--- src/rtl/soc_io_pkg.sv ---
// Shared definitions for the SoC I/O fabric: read-mux select encodings,
// wait-state FSM states and the per-slot wait lookup helper.
package soc_io_pkg;

    localparam int SEL_W = 8;
    typedef logic [SEL_W-1:0] sel_t;

    // Slot indices occupy the low codes, so the special selects sit at the top.
    localparam sel_t SEL_MEM    = 8'hFF;
    localparam sel_t SEL_STATUS = 8'hFE;

    typedef enum logic {
        ST_IDLE,
        ST_WAIT
    } wait_state_t;

    function automatic logic [7:0] slot_wait(input logic [255:0] waits,
                                             input int          s,
                                             input int          wait_w);
        logic [255:0] shifted;
        shifted = waits >> (s * wait_w);
        return shifted[7:0] & 8'((1 << wait_w) - 1);
    endfunction

endpackage

--- src/rtl/soc_pclk_gen.sv ---
// Peripheral clock strobe: a one-clk-wide pulse every RATIO system clocks,
// rising in the cycle after the counter reaches RATIO-1.
module soc_pclk_gen #(
    parameter int RATIO = 4
) (
    input  logic clk,
    input  logic reset,
    output logic pclk
);

    generate
        if (RATIO <= 1) begin : g_every
            always_ff @(posedge clk) begin
                if (reset) pclk <= 1'b0;
                else       pclk <= 1'b1;
            end
        end else begin : g_count
            localparam int CW = $clog2(RATIO);
            localparam logic [CW-1:0] LAST = CW'(RATIO - 1);

            logic [CW-1:0] pcnt;

            always_ff @(posedge clk) begin
                if (reset) begin
                    pcnt <= '0;
                    pclk <= 1'b0;
                end else begin
                    pclk <= (pcnt == LAST);
                    pcnt <= (pcnt == LAST) ? '0 : pcnt + CW'(1);
                end
            end
        end
    endgenerate

endmodule

--- src/rtl/soc_io_fabric.sv ---
// I/O page decode, per-slot read wait states, registered read-return mux,
// peripheral strobe and IRQ aggregation. Optional IRQ status/mask register
// at the top subpage is enabled by defining SOC_IO_IRQ_STATUS_EN.
module soc_io_fabric
    import soc_io_pkg::*;
#(
    parameter int ADDR_W      = 20,
    parameter int PAGE_W      = 8,
    parameter int IOPAGE      = 8'h0d,
    parameter int SUB_W       = 6,
    parameter int N_SLOTS     = 4,
    parameter int WAIT_W      = 2,
    parameter logic [N_SLOTS*WAIT_W-1:0] SLOT_WAITS = '0,
    parameter int CLK_FREQ    = 16000000,
    parameter int PERIPH_FREQ = 4000000
) (
    input  logic                 clk,
    input  logic                 reset,
    input  logic [ADDR_W-1:0]    cpu_ab,
    input  logic                 cpu_we_n,
    input  logic [7:0]           cpu_do,
    input  logic [7:0]           mem_do,
    output logic [7:0]           cpu_di,
    output logic                 cpu_rdy,
    output logic [N_SLOTS-1:0]   slot_cs_n,
    input  logic [N_SLOTS*8-1:0] slot_do,
    input  logic [N_SLOTS-1:0]   slot_irq_n,
    input  logic                 ext_irq_n,
    output logic                 cpu_irq_n,
    output logic                 pclk
);

    localparam int RATIO = CLK_FREQ / PERIPH_FREQ;

    logic [PAGE_W-1:0]  page;
    logic [SUB_W-1:0]   sub;
    logic               io_hit;
    logic [N_SLOTS-1:0] slot_hit;
    sel_t               sel_now;
    sel_t               sel_q;
    logic [WAIT_W-1:0]  cur_wait;
    wait_state_t        state, state_next;
    logic [WAIT_W-1:0]  wcnt, wcnt_next;
    logic [N_SLOTS-1:0] irq_mask;
    logic               unused_ok;

    assign page   = cpu_ab[ADDR_W-1 -: PAGE_W];
    assign sub    = cpu_ab[ADDR_W-PAGE_W-1 -: SUB_W];
    assign io_hit = (page == PAGE_W'(IOPAGE));

    assign unused_ok = ^{cpu_ab, cpu_do};

`ifdef SOC_IO_IRQ_STATUS_EN
    logic               status_hit;
    logic [7:0]         pending8;
    logic [7:0]         status_q;
    logic [N_SLOTS-1:0] mask_in;
    logic [N_SLOTS-1:0] mask_q;

    assign status_hit = io_hit && (sub == SUB_W'((1 << SUB_W) - 1));
    assign irq_mask   = mask_q;
`else
    assign irq_mask = '1;
`endif

    always_comb begin
        slot_hit = '0;
        sel_now  = SEL_MEM;
        cur_wait = '0;
        for (int s = 0; s < N_SLOTS; s++) begin
            if (io_hit && (sub == SUB_W'(s))) begin
                slot_hit[s] = 1'b1;
                sel_now     = SEL_W'(s);
                cur_wait    = WAIT_W'(slot_wait(256'(SLOT_WAITS), s, WAIT_W));
            end
        end
`ifdef SOC_IO_IRQ_STATUS_EN
        if (status_hit) sel_now = SEL_STATUS;
`endif
    end

    assign slot_cs_n = ~slot_hit;

    always_ff @(posedge clk) begin
        if (reset) begin
            state <= ST_IDLE;
            wcnt  <= '0;
        end else begin
            state <= state_next;
            wcnt  <= wcnt_next;
        end
    end

    // Reset overrides the stall combinationally so RDY is released in the reset cycle itself.
    always_comb begin
        state_next = state;
        wcnt_next  = wcnt;
        cpu_rdy    = 1'b1;
        case (state)
            ST_IDLE: begin
                if (cpu_we_n && (|slot_hit) && (cur_wait != '0)) begin
                    cpu_rdy    = 1'b0;
                    wcnt_next  = cur_wait - WAIT_W'(1);
                    state_next = ST_WAIT;
                end
            end
            ST_WAIT: begin
                if (wcnt != '0) begin
                    cpu_rdy   = 1'b0;
                    wcnt_next = wcnt - WAIT_W'(1);
                end else begin
                    state_next = ST_IDLE;
                end
            end
            default: state_next = ST_IDLE;
        endcase
        if (reset) cpu_rdy = 1'b1;
    end

    always_ff @(posedge clk) begin
        if (reset)        sel_q <= SEL_MEM;
        else if (cpu_rdy) sel_q <= sel_now;
    end

`ifdef SOC_IO_IRQ_STATUS_EN
    always_comb begin
        pending8 = '0;
        mask_in  = '1;
        for (int s = 0; s < N_SLOTS && s < 8; s++) begin
            pending8[s] = ~slot_irq_n[s];
            mask_in[s]  = cpu_do[s];
        end
    end

    always_ff @(posedge clk) begin
        if (reset) begin
            status_q <= '0;
            mask_q   <= '1;
        end else begin
            if (cpu_rdy && status_hit) status_q <= pending8;
            if (cpu_rdy && status_hit && !cpu_we_n) mask_q <= mask_in;
        end
    end
`endif

    // Data follows the registered select, giving the same one-cycle latency as RAM/ROM.
    always_comb begin
        cpu_di = mem_do;
        for (int s = 0; s < N_SLOTS; s++) begin
            if (sel_q == SEL_W'(s)) cpu_di = slot_do[s*8 +: 8];
        end
`ifdef SOC_IO_IRQ_STATUS_EN
        if (sel_q == SEL_STATUS) cpu_di = status_q;
`endif
    end

    always_ff @(posedge clk) begin
        if (reset) cpu_irq_n <= 1'b1;
        else       cpu_irq_n <= ext_irq_n & (&(slot_irq_n | ~irq_mask));
    end

    soc_pclk_gen #(
        .RATIO(RATIO)
    ) u_pclk_gen (
        .clk  (clk),
        .reset(reset),
        .pclk (pclk)
    );

endmodule

--- config.mk ---
export PLATFORM = sky130hd
export DESIGN_NAME = soc_io_fabric
export DESIGN_NICKNAME = d
export VERILOG_FILES = /design/src/rtl/soc_io_pkg.sv /design/src/rtl/soc_pclk_gen.sv /design/src/rtl/soc_io_fabric.sv
export SDC_FILE = /design/constraint.sdc
export NUM_CORES = 1
export LEC_CHECK = 0
export CORE_UTILIZATION = 23
export DETAILED_ROUTE_END_ITERATION = 8
export GPL_TIMING_DRIVEN = 0
export PLACE_DENSITY = 0.75
export SLEW_MARGIN = 5
export SYNTH_ARGS = -nofsm -noshare
export SYNTH_HDL_FRONTEND = slang
export SYNTH_HIERARCHICAL = 1
export SYNTH_SLANG_ARGS = --single-unit
--- constraint.sdc ---
create_clock -name clk -period 1.4 [get_ports clk]
set_clock_uncertainty 0.05 [all_clocks]
set_input_delay 0.14 -clock clk [delete_from_list [all_inputs] [get_ports clk]]
set_output_delay 0.14 -clock clk [all_outputs]
set_load 0.03 [all_outputs]
==> results of run 1 <==
==> cells by family after synthesis <==
logic type | after synthesis
AO/OA/AOI/OAI | 6
adder cells (fa/ha/maj) | 2
buffers and inverters | 6
flip-flops | 10
multiplexers | 16
AND/OR/NAND/NOR | 22
==> cell usage in the layout, fill, tap and decap left out, types with 2 or more instances in the layout <==
cell type,instances
a2bb2oi_1,2
buf_2,5
buf_4,5
buf_6,18
clkbuf_2,2
clkbuf_4,3
clkdlybuf4s15_1,3
clkdlybuf4s50_1,48
dfxtp_1,6
dfxtp_2,3
dlygate4sd2_1,2
inv_2,3
mux2_4,8
mux4_2,8
nand2_1,2
nand3b_1,2
nor2_1,2
nor2b_2,2
nor3_1,2
==> flip-flops by register name, indices dropped and copies added (netlist names) <==
| name | flops |
|---|---|
| sel_q | 3 |
| u_pclk_gen/g_count.pcnt | 2 |
| wcnt | 2 |
| cpu_irq_n | 1 |
| state | 1 |
| u_pclk_gen/pclk | 1 |
==> metrics by stage <==
step	hold WS [ns]	TNS (ns)	total power [uW]	setup WS [ns]
floorplan	0.1558	-0.6754	400.3	-0.1867
finish	0.2223	-4.621	847.4	-0.4838
CTS	0.2012	-4.697	856.6	-0.5078
global route	0.2533	-5.292	894.3	-0.5371
global placement	0.3651	-10.83	599.5	-1.181
detailed placement	0.3849	-11.37	605.7	-1.220
==> power breakdown <==
group,internal [uW],switching [uW]
combinational,210,83.0
clock,158,99.6
sequential,293,4.33
==> cells in the mapped netlist <==
| library cell | instances | area, um^2 |
|---|---|---|
| and3_1 | 1 | 6.260 |
| nand3_1 | 1 | 5.000 |
| inv_1 | 3 | 11.26 |
| nand2b_1 | 1 | 6.260 |
| a31o_2 | 1 | 8.760 |
| a21oi_1 | 1 | 5.000 |
| or4_1 | 1 | 7.510 |
| nor3_4 | 1 | 16.27 |
| nor2b_2 | 1 | 8.760 |
| o21bai_1 | 1 | 7.510 |
| a2bb2oi_1 | 2 | 17.52 |
| ha_1 | 2 | 25.02 |
| mux4_2 | 8 | 180.2 |
| nand2_1 | 2 | 7.510 |
| nor2_1 | 3 | 11.26 |
| clkbuf_1 | 1 | 3.750 |
| nor3_2 | 1 | 10.01 |
| nor2b_1 | 1 | 6.260 |
| a211oi_1 | 1 | 7.510 |
| buf_1 | 1 | 3.750 |
| nor3_1 | 2 | 10.01 |
| nand3b_1 | 2 | 15.01 |
| dfxtp_1 | 10 | 200.2 |
| nor4_1 | 1 | 6.260 |
| nor3b_2 | 1 | 12.51 |
| mux2_2 | 8 | 90.09 |
| buf_2 | 1 | 5.000 |
| or3b_1 | 1 | 8.760 |
| or4bb_4 | 1 | 15.01 |
| or4b_4 | 1 | 13.76 |
==> worst max-delay path, stage by stage (launching register included) <==
cell and delay (ns):
dfxtp_4 0.38, buf_8 0.13, mux4_2 0.50, mux2_4 0.29, buf_6 0.14
==> area by class of cell <==
| class | count | area, um^2 |
|---|---|---|
| Inverter | 3 | 11.26 |
| Sequential cell | 10 | 207.7 |
| Timing Repair Buffer | 84 | 830.8 |
| Fill cell | 267 | 1289 |
| Tap cell | 44 | 55.05 |
| Buffer | 2 | 18.77 |
| Multi-Input combinational cell | 46 | 579.3 |
| Clock buffer | 4 | 36.28 |
==> layer usage <==
layer / GRT usage, % / part of all wire [%]
met5: 0 / 0
met4: 6.463 / 2.7
met3: 3.956 / 11
met2: 30.21 / 51
met1: 16.23 / 35
==> worst paths after layout <==
path         slack [ns]                         end
min                0.22                    sel_q[6]
min reg2reg        0.39  u_pclk_gen/g_count.pcnt[0]
max               -0.48                   cpu_di[3]
max reg2reg        0.13                    sel_q[6]
==> timing repair <==
item | in CTS | in global routing
buffers inserted | 6 | 3
pin swaps | 6 | 4
cloned | 1 | 0
setup endpoints to repair | 17 | 17
resized for setup | 141 | 7
==> impl_metrics.py, run 1 <==
metrics = {
    "status": {
        "status": "complete, but fails checks",
        "violations": "negative setup slack",
    },
    "grt": {
        "grt_start_max_net_pins": 11,
        "grt_remaining_overflow": 0,
        "antenna_found_initial": 0,
        "grt_pass1_wl_um": 4091,
        "grt_pass1_vias": 868,
        "track_usage_pct": 15.78,
    },
    "cts": {
        "hold_buffers": 0,
        "clkSinkCount": 10,
        "cts_max_level": 1,
        "clockBufferDepth": 2,
        "tritoncts": "yes",
        "clkSlewWorstSetupHoldPaths_ns": 0.07,
        "clkLatencyLatePin_ns": 0.26,
        "numCtsBuffers": 3,
        "root_buffer": "clkbuf_4",
    },
    "synthesis": {
        "postSynthAreaPerCell_um2": 11.81,
        "synth_compound_area_share_pct": 6.325,
        "synthMuxAreaShare_pct": 36.92,
        "synth_nets": 140,
        "yosys_warnings": 6,
        "syn_area_um2": 732.0,
        "synth_cells": 62,
        "yosysUniqueCellTypes": 30,
        "synth_fa_ha_area_share_pct": 3.419,
        "synth_top_family_by_area": "multiplexers",
        "ys_ff_latch": 10,
        "synth_xor_area_share_pct": 0,
        "ys_seq_area_share_pct": 27.35,
        "synth-simple-area-share_pct": 22.74,
    },
    "placed_design": {
        "hpwl_um": 1965,
        "portBuffers": 75,
        "place_area_um2": 1578,
        "place_inst": 181,
        "place.gp.congestion": 0.6923,
    },
    "routing": {
        "post_drt_wl_per_cell_um": 13.23,
        "post_drt_via_cell_ratio": 4.570,
        "vias": 882,
        "drt-pass1-iter-count": 2,
        "drc": 0,
        "drt_first_iter_violations": 14,
        "ant_nets": 0,
        "routed_wl_um": 2554,
    },
    "floorplan": {
        "core_um2": 3028,
        "num_io_pins": 91,
        "die_y_um": 58.41,
        "initial_utilization_pct": 24.17,
        "rows": 20,
        "die_area_um2": 3412,
        "die_w_um": 58.41,
    },
    "timing": {
        "worst_slack_ns": -0.4838,
        "setup-violations-final": 13,
        "timing.final.crit_share_pct": 134.6,
        "fmax_ghz": 0.5309,
        "slew_viol_final": 0,
        "worst_slew_pin_slew_ns": 0.6551,
        "hold_viol_final": 0,
        "min_period_ns": 1.884,
        "rsz0062_at_grt": "true",
        "relSlewSlack_pct": 56.33,
    },
    "hold_path": {
        "worst_hold_startpoint": "cpu_ab[17]",
        "hold_path_depth": 4,
        "worstHoldPathType": "in -> reg",
    },
    "critical_path": {
        "cp.required_ns": 1.21,
        "crit_type": "reg -> out",
        "endpoint_kind": "output port",
        "r2r-start": "wcnt[1]",
        "reg2regPathDepth": 7,
        "crit_arrival_ns": 1.69,
        "cp_max_fo": 5,
        "worstSetupStartpoint": "sel_q[0]",
        "start_kind": "flip-flop",
    },
    "power": {
        "irDropWorstVdd_mv": 0.2371,
        "power.density_nw_per_um2": 487.3,
        "leakage_uw": 0.0007327,
    },
    "cells_and_area": {
        "synthToLayoutAreaGrowth_pct": 137.6,
        "antenna_cells": 0,
        "final_nets": 228,
        "fin_area_um2": 1739,
        "fin_cells": 193,
        "final_util_pct": 57.44,
        "drive_gt1_share_pct": 48.99,
    },
    "run": {
        "drv_cap": 0,
    },
}
No activity file was read; power rests on OpenSTA's default activity.
==> inputs of run 2 (changes only) <==
--- a/config.mk
+++ b/config.mk
@@ -5,12 +5,11 @@
 export SDC_FILE = /design/constraint.sdc
 export NUM_CORES = 1
 export LEC_CHECK = 0
-export CORE_UTILIZATION = 23
+export CORE_UTILIZATION = 24
 export DETAILED_ROUTE_END_ITERATION = 8
 export GPL_TIMING_DRIVEN = 0
-export PLACE_DENSITY = 0.75
+export PLACE_DENSITY = 0.76
 export SLEW_MARGIN = 5
 export SYNTH_ARGS = -nofsm -noshare
 export SYNTH_HDL_FRONTEND = slang
-export SYNTH_HIERARCHICAL = 1
 export SYNTH_SLANG_ARGS = --single-unit
==> run 2 against run 1 <==
  * The flow still finishes with violations (negative setup slack)
  * Register-to-register slack worse by 0.08 ns
  * Sequential power is essentially flat
  * Combinational power about the same
  * Sequential share of layout area shrank 0.58 points
  * Critical path depth up 2
  * First-iteration DRC count grew to 4.8 times the previous value
  * Design area increased by 3.2%
  * Fmax up 1.1%
  * Worst hold slack gained 0.0056 ns
  * Die area decreased by 0.85%
  * Cell count increased by 17%
  * Synthesized area increased by 3.4%
  * Critical endpoint is now cpu_di[2]
  * Largest power group unchanged
  * Highest routed layer unchanged
==> impl_metrics.py, run 2 <==
metrics = {
    "cts": {
        "clkSlewWorstSetupHoldPaths_ns": 0.06,
        "cts_max_level": 1,
        "root_buffer": "clkbuf_4",
        "clkLatencyLatePin_ns": 0.26,
        "numCtsBuffers": 3,
        "tritoncts": "yes",
        "clockBufferDepth": 2,
        "hold_buffers": 0,
        "clkSinkCount": 10,
    },
    "timing": {
        "timing.final.crit_share_pct": 133.1,
        "fmax_ghz": 0.5368,
        "worst_slack_ns": -0.4628,
        "min_period_ns": 1.863,
        "rsz0062_at_grt": "true",
        "hold_viol_final": 0,
        "worst_slew_pin_slew_ns": 0.4681,
        "relSlewSlack_pct": 68.79,
        "timing.hold.ws_ns": 0.2279,
        "setup-violations-final": 12,
        "slew_viol_final": 0,
    },
    "synthesis": {
        "synth_edf_count": 0,
        "ys_ff_latch": 10,
        "ys.flop_type": "dfxtp_1",
        "synth-simple-area-share_pct": 37.02,
        "yosys_warnings": 0,
        "synth_most_common_cell": "nand2_1",
        "yosys-top-cells-count": "nand2_1 (18), nor2b_1 (11), dfxtp_1 (10)",
        "synth_compound_area_share_pct": 16.69,
        "synth_xor_area_share_pct": 0,
        "synth_fa_ha_area_share_pct": 3.306,
        "synth_nets": 170,
        "synth_top_family_by_area": "simple AND/OR/NAND/NOR gates",
        "postSynthAreaPerCell_um2": 8.228,
        "yosysTopAreaCell": "dfxtp_1",
        "yosysUniqueCellTypes": 30,
        "synth_cells": 92,
        "synth_top_area_share_pct": 26.45,
        "ys_seq_area_share_pct": 26.45,
        "synthMuxAreaShare_pct": 11.90,
        "netlist_top_cells_area": "dfxtp_1 (26%), a222oi_1 (11%), nor2b_1 (9.1%)",
        "syn_area_um2": 757.0,
        "async_reset_ff_share_pct": 0,
    },
    "critical_path": {
        "cp.required_ns": 1.21,
        "critical_path_buf_inv_count": 3,
        "crit_path_cell_trace": "buf_8 -> buf_12 -> mux2_4 -> a222oi_1 -> nand2_2 -> buf_6",
        "crit_type": "reg -> out",
        "cp.depth": 6,
        "critical-path-top-delay-family": "buffers and inverters",
        "cp_max_fo": 4,
        "reg2regPathDepth": 8,
        "slowest_delay_ns": 0.33,
        "r2r_setup_slack_ns": 0.05,
        "crit_arrival_ns": 1.67,
        "start_kind": "flip-flop",
        "r2r-start": "wcnt[1]",
        "reg2reg_to": "sel_q[0]",
        "endpoint_kind": "output port",
        "cp_slowest_cell": "dfxtp_2",
    },
    "routing": {
        "drt-pass1-iter-count": 4,
        "post_drt_wl_per_cell_um": 13.04,
        "drc": 0,
        "vias": 1062,
        "post_drt_via_cell_ratio": 4.720,
        "routed_wl_um": 2935,
        "drt_first_iter_violations": 67,
        "ant_nets": 0,
    },
    "placed_design": {
        "dp_slack_ns": -1.161,
        "portBuffers": 74,
        "place.gp.congestion": 0.7315,
        "hpwl_um": 2163,
        "place_inst": 210,
    },
    "floorplan": {
        "die_y_um": 58.16,
        "rows": 20,
        "num_io_pins": 91,
        "die_area_um2": 3383,
        "die_w_um": 58.16,
        "initial_utilization_pct": 25.00,
        "core_um2": 3028,
    },
    "hold_path": {
        "hold_end": "u_pclk_gen.pclk",
        "hold_path_depth": 2,
        "worstHoldPathType": "in -> reg",
        "worst_hold_startpoint": "reset",
    },
    "cells_and_area": {
        "regArea_um2": 203.9,
        "drive_gt1_share_pct": 40.33,
        "multi_input_area_um2": 626.9,
        "layout_common_cells": "clkdlybuf4s50_1 (48), buf_4 (13), buf_6 (12), nor2b_1 (11), nand2_1 (10)",
        "final_nets": 260,
        "fillers": 276,
        "fin_cells": 225,
        "largest_register_ffs": 3,
        "largest_register": "sel_q",
        "largestRegisters": "sel_q (3), u_pclk_gen.g_count.pcnt (2), wcnt (2)",
        "synthToLayoutAreaGrowth_pct": 137.0,
        "antenna_cells": 0,
        "layout_commonest_cell": "clkdlybuf4s50_1",
    },
    "power": {
        "leakage_uw": 0.0007594,
        "power.density_nw_per_um2": 472.0,
        "irDropWorstVdd_mv": 0.4293,
    },
    "run": {
        "drv_cap": 0,
    },
    "grt": {
        "grt_pass1_vias": 1109,
        "grt_pass1_wl_um": 4623,
        "grt_start_max_net_pins": 11,
        "antenna_found_initial": 0,
        "grt_remaining_overflow": 0,
        "track_usage_pct": 17.72,
    },
    "status": {
        "violations": "negative setup slack",
        "status": "complete, but fails checks",
    },
}
## run 2: logic make-up after synthesis
logic type,count (synthesis)
AND/OR/NAND/NOR,49
flip-flops,10
buffers and inverters,9
adder cells (fa/ha/maj),2
multiplexers,8
AO/OA/AOI/OAI,14
## run 2: layout make-up
type / count / area share, %
inverter: 3 / 0.6276
tap: 44 / 3.068
sequential: 10 / 11.37
timing repair buffer: 86 / 45.54
multi-input combinational: 73 / 34.94
buffer: 5 / 2.441
clock buffer: 4 / 2.022
## run 2: per-stage QoR
stage	TNS (ns)	power, uW	utilization, %	cell area, um^2
after floorplan	-0.5797	398.9	-	823.3
after global placement	-10.62	595.1	53.47	1619
after detailed placement	-10.96	602.4	53.47	1619
after CTS	-4.403	857.0	58.10	1759
after global routing	-5.307	891.4	59.26	1794
final	-4.139	846.8	59.26	1794
## run 2: worst reg2reg max path: stages, from the launching register on
cell and delay (ns):
dfxtp_2 0.33, inv_2 0.05, ha_4 0.15, nand2b_4 0.14
nor2_4 0.08, inv_2 0.05, buf_4 0.12, buf_4 0.13
a2bb2oi_1 0.12
## run 2: routing by layer
| metal | track usage [%] | up-vias | part of all wire, % |
|---|---|---|---|
| li1 | - | 522 | - |
| met1 | 19.16 | 488 | 38 |
| met2 | 34.81 | 50 | 55 |
| met3 | 2.902 | 2 | 6.7 |
| met4 | 5.102 | 0 | 0.58 |
| met5 | 0 | - | 0 |
## run 2: power breakdown
group          switching (uW)  internal [uW]
Clock                     100            158
Combinational            90.5            200
Sequential               3.57            295
Total                     194            653
## run 2: worst max-delay path by stage
stage	slack [ns]	from	to
after global routing	-0.59	sel_q[0]	cpu_di[1]
after global placement	-1.15	cpu_ab[17]	slot_cs_n[0]
final	-0.46	sel_q[0]	cpu_di[2]
after CTS	-0.50	sel_q[0]	cpu_di[1]
after floorplan	-0.17	cpu_ab[17]	slot_cs_n[0]
after detailed placement	-1.16	cpu_ab[17]	slot_cs_n[0]
## run 2: timing repair
| action | in CTS | in global routing |
|---|---|---|
| setup buffers | 7 | 5 |
| pin swaps | 14 | 11 |
| endpoints found under the setup margin | 15 | 13 |
| cloned | 1 | 0 |
| gates resized for setup | 134 | 7 |
